===== src/rtl/matmul_output_collector_if.sv =====
// Result stream from the output collector toward softmax / the output buffer.
// The master drives data/valid/last and the slave drives ready.
interface matmul_output_collector_if #(
  parameter int BEAT_W = 256
);
  logic [BEAT_W-1:0] out_tdata;
  logic              out_tvalid;
  logic              out_tready;
  logic              out_tlast;

  modport master (output out_tdata, output out_tvalid, output out_tlast, input out_tready);
  modport slave  (input out_tdata, input out_tvalid, input out_tlast, output out_tready);
endinterface


===== src/rtl/matmul_output_collector.sv =====
// Captures the wrapper's per-row results on acc_done_wrap and streams them out beat by beat.
// Define COLLECT_PINGPONG_EN for two alternating capture buffers (default: single buffer).
//
// state | meaning
// IDLE  | no buffer holds undrained data
// DRAIN | presenting beats of the tile in buffer rd_ptr
module matmul_output_collector #(
  parameter int WIDTH_OUT     = 16,
  parameter int CHUNK_SIZE    = 4,
  parameter int NUM_CORES_A   = 4,
  parameter int NUM_CORES_B   = 1,
  parameter int TOTAL_MODULES = 2,
  parameter int TOTAL_INPUT_W = 2,
  localparam int BEAT_W       = WIDTH_OUT * CHUNK_SIZE * NUM_CORES_A * NUM_CORES_B,
  localparam int ROW_W        = BEAT_W * TOTAL_MODULES
) (
  input  logic                         clk,
  input  logic                         rst,
  input  logic                         acc_done_wrap,
  input  logic [ROW_W-1:0]             in_data [TOTAL_INPUT_W],
  matmul_output_collector_if.master    out_if,
  output logic                         busy,
  output logic                         overflow,
  input  logic                         clr_overflow
);

  localparam int NUM_BEATS = TOTAL_INPUT_W * TOTAL_MODULES;
  localparam int CNT_W     = (NUM_BEATS > 1) ? $clog2(NUM_BEATS) : 1;
  localparam logic [CNT_W-1:0] LAST_CNT = CNT_W'(NUM_BEATS - 1);

  typedef enum logic {IDLE, DRAIN} state_t;

  state_t            state;
  // Two slots always exist; without ping-pong only slot 0 is ever written.
  logic [BEAT_W-1:0] tile_q [2][NUM_BEATS];
  logic [1:0]        full_q;
  logic              wr_ptr;
  logic              rd_ptr;
  logic [CNT_W-1:0]  cnt;
  logic              acc_d;

  logic              trig, xfer, last_xfer, can_accept, accept, drop;
  logic [1:0]        full_nxt;
  logic [CNT_W-1:0]  cnt_nxt;

  always_comb begin
    trig       = acc_done_wrap & ~acc_d;
    xfer       = (state == DRAIN) & out_if.out_tready;
    last_xfer  = xfer & (cnt == LAST_CNT);
    // The slot being drained can be refilled on the edge its last beat leaves.
    can_accept = ~full_q[wr_ptr] | (last_xfer & (rd_ptr == wr_ptr));
    accept     = trig & can_accept;
    drop       = trig & ~can_accept;

    full_nxt = full_q;
    if (last_xfer) full_nxt[rd_ptr] = 1'b0;
    if (accept)    full_nxt[wr_ptr] = 1'b1;

    cnt_nxt = cnt;
    if (xfer) cnt_nxt = last_xfer ? '0 : cnt + 1'b1;
  end

  assign out_if.out_tdata = tile_q[rd_ptr][cnt];

  always_ff @(posedge clk or posedge rst) begin
    if (rst) begin
      state             <= IDLE;
      full_q            <= '0;
      wr_ptr            <= 1'b0;
      rd_ptr            <= 1'b0;
      cnt               <= '0;
      acc_d             <= 1'b0;
      out_if.out_tvalid <= 1'b0;
      out_if.out_tlast  <= 1'b0;
      busy              <= 1'b0;
      overflow          <= 1'b0;
      for (int s = 0; s < 2; s++)
        for (int b = 0; b < NUM_BEATS; b++)
          tile_q[s][b] <= '0;
    end else begin
      acc_d  <= acc_done_wrap;
      full_q <= full_nxt;
      cnt    <= cnt_nxt;

      if (accept)
        for (int b = 0; b < NUM_BEATS; b++)
          tile_q[wr_ptr][b] <= in_data[b / TOTAL_MODULES][(b % TOTAL_MODULES) * BEAT_W +: BEAT_W];

`ifdef COLLECT_PINGPONG_EN
      if (accept)    wr_ptr <= ~wr_ptr;
      if (last_xfer) rd_ptr <= ~rd_ptr;
`else
      wr_ptr <= 1'b0;
      rd_ptr <= 1'b0;
`endif

      state             <= (|full_nxt) ? DRAIN : IDLE;
      out_if.out_tvalid <= |full_nxt;
      out_if.out_tlast  <= (|full_nxt) & (cnt_nxt == LAST_CNT);
      busy              <= |full_nxt;

      if (drop)              overflow <= 1'b1;
      else if (clr_overflow) overflow <= 1'b0;
    end
  end

endmodule


===== src/flat_wrapper.sv =====
// flat-port wrapper written by rule: the top's interface ports become plain ports
module matmul_output_collector_flat 
#(
  parameter int WIDTH_OUT     = 16,
  parameter int CHUNK_SIZE    = 4,
  parameter int NUM_CORES_A   = 4,
  parameter int NUM_CORES_B   = 1,
  parameter int TOTAL_MODULES = 2,
  parameter int TOTAL_INPUT_W = 2,
  localparam int BEAT_W       = WIDTH_OUT * CHUNK_SIZE * NUM_CORES_A * NUM_CORES_B,
  localparam int ROW_W        = BEAT_W * TOTAL_MODULES
)
  (clk, rst, acc_done_wrap, in_data, busy, overflow, clr_overflow, out_if_out_tdata, out_if_out_tvalid, out_if_out_tlast, out_if_out_tready);
  matmul_output_collector_if #(.BEAT_W((WIDTH_OUT * CHUNK_SIZE * NUM_CORES_A * NUM_CORES_B))) out_if_i ();
  input  logic clk;
  input  logic rst;
  input  logic acc_done_wrap;
  input  logic [ROW_W-1:0] in_data[TOTAL_INPUT_W];
  output logic busy;
  output logic overflow;
  input  logic clr_overflow;
  output wire logic [$bits(out_if_i.out_tdata)-1:0] out_if_out_tdata;
  output wire logic [$bits(out_if_i.out_tvalid)-1:0] out_if_out_tvalid;
  output wire logic [$bits(out_if_i.out_tlast)-1:0] out_if_out_tlast;
  input wire logic [$bits(out_if_i.out_tready)-1:0] out_if_out_tready;
  assign out_if_out_tdata = out_if_i.out_tdata;
  assign out_if_out_tvalid = out_if_i.out_tvalid;
  assign out_if_out_tlast = out_if_i.out_tlast;
  assign out_if_i.out_tready = out_if_out_tready;
  matmul_output_collector #(.WIDTH_OUT(WIDTH_OUT), .CHUNK_SIZE(CHUNK_SIZE), .NUM_CORES_A(NUM_CORES_A), .NUM_CORES_B(NUM_CORES_B), .TOTAL_MODULES(TOTAL_MODULES), .TOTAL_INPUT_W(TOTAL_INPUT_W)) u_core (.clk(clk), .rst(rst), .acc_done_wrap(acc_done_wrap), .in_data(in_data), .out_if(out_if_i), .busy(busy), .overflow(overflow), .clr_overflow(clr_overflow));
endmodule

===== config.mk =====
export PLATFORM = sky130hd
export DESIGN_NAME = matmul_output_collector_flat
export DESIGN_NICKNAME = d
export VERILOG_FILES = /design/src/rtl/matmul_output_collector_if.sv /design/src/rtl/matmul_output_collector.sv /design/src/flat_wrapper.sv
export SDC_FILE = /design/constraint.sdc
export NUM_CORES = 2
export LEC_CHECK = 0
export ABC_CLOCK_PERIOD_IN_PS = 70600
export BUFFER_PORTS_ARGS = -buffer_cell sky130_fd_sc_hd__buf_2
export CORE_AREA = 5 5 500 502
export DETAILED_ROUTE_END_ITERATION = 10
export DIE_AREA = 0 0 505 507
export PLACE_DENSITY = 0.33
export SLEW_MARGIN = 20
export SYNTH_ARGS = -nofsm -noshare
export SYNTH_HDL_FRONTEND = slang
export SYNTH_SLANG_ARGS = --single-unit

===== constraint.sdc =====
create_clock -name clk -period 70.6 [get_ports clk]
set_clock_uncertainty 0.05 [all_clocks]
set_input_delay 14.12 -clock clk [delete_from_list [all_inputs] [get_ports clk]]
set_output_delay 14.12 -clock clk [all_outputs]
set_load 0.01 [all_outputs]

## Word level (Yosys, flattened, before mapping)

Index checks and enable logic that the tools add are counted.

- Flip-flop bits (word level): 1,033
- Bits of input ports: 1,029
- Output and inout bits: 260
- Word-level logic and storage cells: 38

- Add/subtract/negate cells: 1
- $lt $le $gt $ge: 1
- Equality and inequality tests: 2
- Multiplexer cells: 10
- Bitwise gates (word level): 11
- Reductions and logical operators: 2

Operator list:

| kind | number |
|---|---|
| 256-bit binary-select mux with 2-bit select | 1 |
| 256-bit two-way mux | 2 |
| 1-bit bitwise AND | 6 |
| 1-bit two-way mux | 5 |
| 2-bit equality test, second input constant | 2 |
| 2-bit two-way mux | 2 |
| 3-bit greater-or-equal comparator, second input constant | 1 |
| 1-bit inverter | 3 |
| 2-bit inverter with 3-bit output | 1 |
| 2-bit by 1-bit adder with 2-bit output, second input constant | 1 |
| 2-bit nonzero test | 1 |
| 2-bit OR reduction | 1 |
| 1-bit OR | 1 |

## Depth between registers and ports, before layout

- Depth after elaboration: 7
- Gate-level depth with buffers: 7
- Gate-level depth less buffers: 4

## Least setup slack after synthesis

OpenSTA, ideal clock, no wires.

- Path type: reg2out
- Start point: reg u_core.cnt[0]
- End point: out out_if_out_tdata[100]
- Arrival time: 1.466 ns
- Required time: 56.430 ns
- Slack: 54.964 ns
- Stages on the path, launching flop included: 5
- Path buffers: 3
- Path through: dfrtp_1 > buf_2 > buf_2 > buf_2 > mux4_2

- Cells in the longest elaborated chain, start to end: 4

Ends and longest elaborated chain:

| element | line | source |
|---|---|---|
| from (decl) | matmul_output_collector.sv:39 | `logic [CNT_W-1:0] cnt;` |
| from (signal assigned) | matmul_output_collector.sv:83 | `cnt <= cnt_nxt;` |
| 2-bit inverter with 3-bit output (implied by the code) | matmul_output_collector.sv:63 | `assign out_if.out_tdata = tile_q[rd_ptr][cnt];` |
| 256-bit binary-select mux with 2-bit select | matmul_output_collector.sv:63 |  |
| 256-bit two-way mux (implied by the code) (2 in series) | matmul_output_collector.sv:63 |  |
| to (decl) | flat_wrapper.sv:22 | `output wire logic [$bits(out_if_i.out_tdata)-1:0] out_if_out_tdata;` |

Every way passes these cells. The select of a mux whose other input is x is not followed.

## Final worst setup path

- Start point: reg u_core.cnt[0]
- End point: out out_if_out_tdata[145]

The elaborated chain is that of the path after synthesis.

==> results by group <==
Final layout
  • Area Growth Syn to Fin: 31.9%
  • Most common cell after layout, fill and taps aside: buf_2
  • Post-route insts no fill: 7164
  • Fin area: 58400 um2
  • Share of layout cells above drive strength 1: 62.6%
  • Final core utilization: 23.9%
  • Final #Nets: 4818
  • Commonest cells after routing, fill and taps aside: 1288 x buf_2, 1028 x dfrtp_1, 666 x mux2_2

Setup path
  • Crit-path most repeated cell: buf_4
  • R2R depth: 8
  • Max FO, Critical Path: 36
  • Worst r2r dst: u_core.tile_q[1914]
  • Crit path DAT: 4.95 ns
  • R2r startpoint: u_core.cnt[1]
  • Critical path, cell by cell: buf_4 > buf_4 > buf_4 > mux4_2 > buf_2
  • Worst R2R Setup Slack: 64.47 ns
  • Crit Path Class: reg2out
  • Slowest CP cell: dfrtp_4
  • Crit path required time: 56.43 ns
  • CP max stage delay: 0.84 ns
  • Critical Path Source Type: flop
  • Worst setup EP type: output pin

Logic synthesis
  • Syn nets: 3528
  • Mean Syn Cell Area: 17.7 um2
  • Synth Area in Adders: 0.0283%
  • FF+latch count, synth: 1030
  • Xor/xnor share of the synthesized area: 0%
  • Register area share after synthesis: 58.2%
  • Warnings, synthesis: 0
  • Synth Area in Compound Gates: 0.0622%
  • Synth cell types: 19
  • Mux contribution to synthesized area: 39.1%
  • Synthesized-area fraction occupied by and/or/nand/nor cells: 0.0848%
  • Largest family of logic cells by synthesized area: multiplexers
  • Post-synthesis cell area: 44300 um2
  • Syn Inst Count: 2498

Drt
  • DR WL/cell: 27.1 um
  • DRT Pass-1 Iters: 4
  • 1st-iter DRT viols: 1130
  • Via/cell ratio: 4.01
  • # DRC: 0
  • Vias: 28700
  • Total wire length: 194000 um
  • Remaining antenna violation count after routing: 0

Clocking
  • Worst-skew pair later-pin latency: 0.73 ns
  • CTS buffer count: 135
  • Post-CTS Setup Repair Bufs: 0
  • H-tree depth: 4
  • Hold Buf Count CTS: 0
  • Clock tree buffer depth: 3
  • Post-CTS Resized: 0
  • Clock Pin Slew Worst Setup and Hold Paths: 0.05 ns
  • Sink Count: 1030
  • Root buf cell: clkbuf_16
  • CTS tree: built

Min path
  • Worst Hold Path Cells: 1
  • HP Class: reg2reg
  • Hold path endpoint: u_core.tile_q[1465]
  • Hold Path Origin: u_core.tile_q[1465]

GRT
  • Vias in the first global route: 31300
  • Initial antenna violation count: 294
  • Grt total ovfl: 0
  • GRT Util Overall: 14.8%
  • Largest net degree at the start of global routing: 160
  • Global-route wire length before repair: 267000 um

STA
  • Slew margin rel.: 22.1%
  • Unrepaired setup endpoints after global routing: no
  • Max Slew Vio Count: 0
  • Setup_tns: 0 ns
  • Final hold viol count: 0
  • Final min period: 19.12 ns
  • F_max: 52.3 MHz
  • Setup violators final: 0
  • Slew @ Worst Pin: 1.17 ns
  • Crit share post-route: 27.1%

Die
  • Die height: 507 um
  • Width of the die: 505 um
  • Ports: 1289
  • Row count: 182
  • Core area: 245000 um2
  • Initial Utilization: 18.1%
  • Die area: 256000 um2

Outcome
  • Status: finished, final reports clean

Power and ir drop
  • Total power: 2.88 mW
  • Peak supply drop: 0.0220 mV
  • Lkg Pwr: 25.3 nW
  • Power per cell area: 49.2 nW/um2

Place
  • GPL Wtd Cong: 0.806
  • Post-DP HPWL: 150000 um
  • Placed insts: 6871
  • DP Area: 54000 um2
  • Port bufs: 1288

Run
  • Max-Cap Viols: 0
synth_stat cells:
| cell | count | area, um2 |
|---|---|---|
| inv_1 | 2 | 7.51 |
| a21boi_2 | 1 | 11.3 |
| nor2_2 | 1 | 6.26 |
| o211a_1 | 1 | 10.0 |
| nor2b_1 | 1 | 6.26 |
| ha_1 | 1 | 12.5 |
| nand2_1 | 4 | 15.0 |
| clkbuf_1 | 8 | 30.0 |
| mux2_1 | 360 | 4050 |
| buf_1 | 4 | 15.0 |
| buf_6 | 39 | 439 |
| buf_4 | 4 | 30.0 |
| o22ai_1 | 1 | 6.26 |
| mux2_2 | 666 | 7500 |
| mux4_2 | 256 | 5770 |
| nand2b_1 | 1 | 6.26 |
| nor2_1 | 1 | 3.75 |
| buf_2 | 117 | 586 |
| dfrtp_1 | 1030 | 25800 |
routing by layer:
| metal | global-route usage (%) | vias to the layer above | wire length [um] |
|---|---|---|---|
| met4 | 2.33 | 240 | 3910 |
| met1 | 16.7 | 14600 | 72900 |
| met2 | 25.2 | 1205 | 94200 |
| li1 | - | 12100 | - |
| met5 | 0 | - | 1550 |
| met3 | 7.90 | 554 | 21400 |
registers in the layout (all words and copies together), names as in the netlist:
| name | flops |
|---|---|
| u_core.overflow | 1 |
| u_core.out_if.out_tlast | 1 |
| u_core.tile_q | 1024 |
| u_core.cnt | 2 |
| u_core.full_q | 1 |
| u_core.acc_d | 1 |
final cells by class:
class / instances / area, um2
repair buffers: 1325 / 6810
multi-input cells: 1294 / 17400
well taps: 3220 / 4030
inverters: 2 / 15.0
flip-flops and latches: 1030 / 25800
clock buffers: 206 / 3880
diodes: 64 / 160
clock inverters: 23 / 333
fillers: 25900 / 186000
worst max path at each step:
stage,depth (start not counted),slack [ns],from,end
after floorplan,1,27.44,rst,u_core.acc_d
after global placement,8,51.38,acc_done_wrap,u_core.tile_q[1902]
after detailed placement,8,51.44,acc_done_wrap,u_core.tile_q[1917]
final,5,51.48,u_core.cnt[0],out_if_out_tdata[145]
after global routing,5,51.00,u_core.cnt[0],out_if_out_tdata[145]
after CTS,5,51.13,u_core.cnt[0],out_if_out_tdata[145]
through the flow:
step	setup slack, ns	hold slack (ns)
3_5_place_dp	51.44	0.419
5_1_grt	51.00	0.439
3_3_place_gp	51.38	0.412
6_report	51.48	0.428
2_1_floorplan	27.44	0.402
4_1_cts	51.13	0.431
kinds of logic after synthesis:
group	after synthesis
buffers and inverters	174
AO/OA/AOI/OAI	3
AND/OR/NAND/NOR	8
adder cells (fa/ha/maj)	1
multiplexers	1282
flip-flops	1030
critical path, delay by kind of cell (launching register included):
family   cells  cell delay [ns]
flops        1             0.84
buf+inv      4             2.45
mux          1             0.74
power breakdown:
group | total (mW) | internal (mW) | leakage, nW | switching [mW]
Clock | 0.668 | 0.387 | 2.04 | 0.281
Combinational | 1.13 | 0.583 | 11.0 | 0.552
Sequential | 1.07 | 0.892 | 12.3 | 0.181
Total | 2.88 | 1.86 | 25.3 | 1.01
No activity file was read; power rests on OpenSTA's default activity.
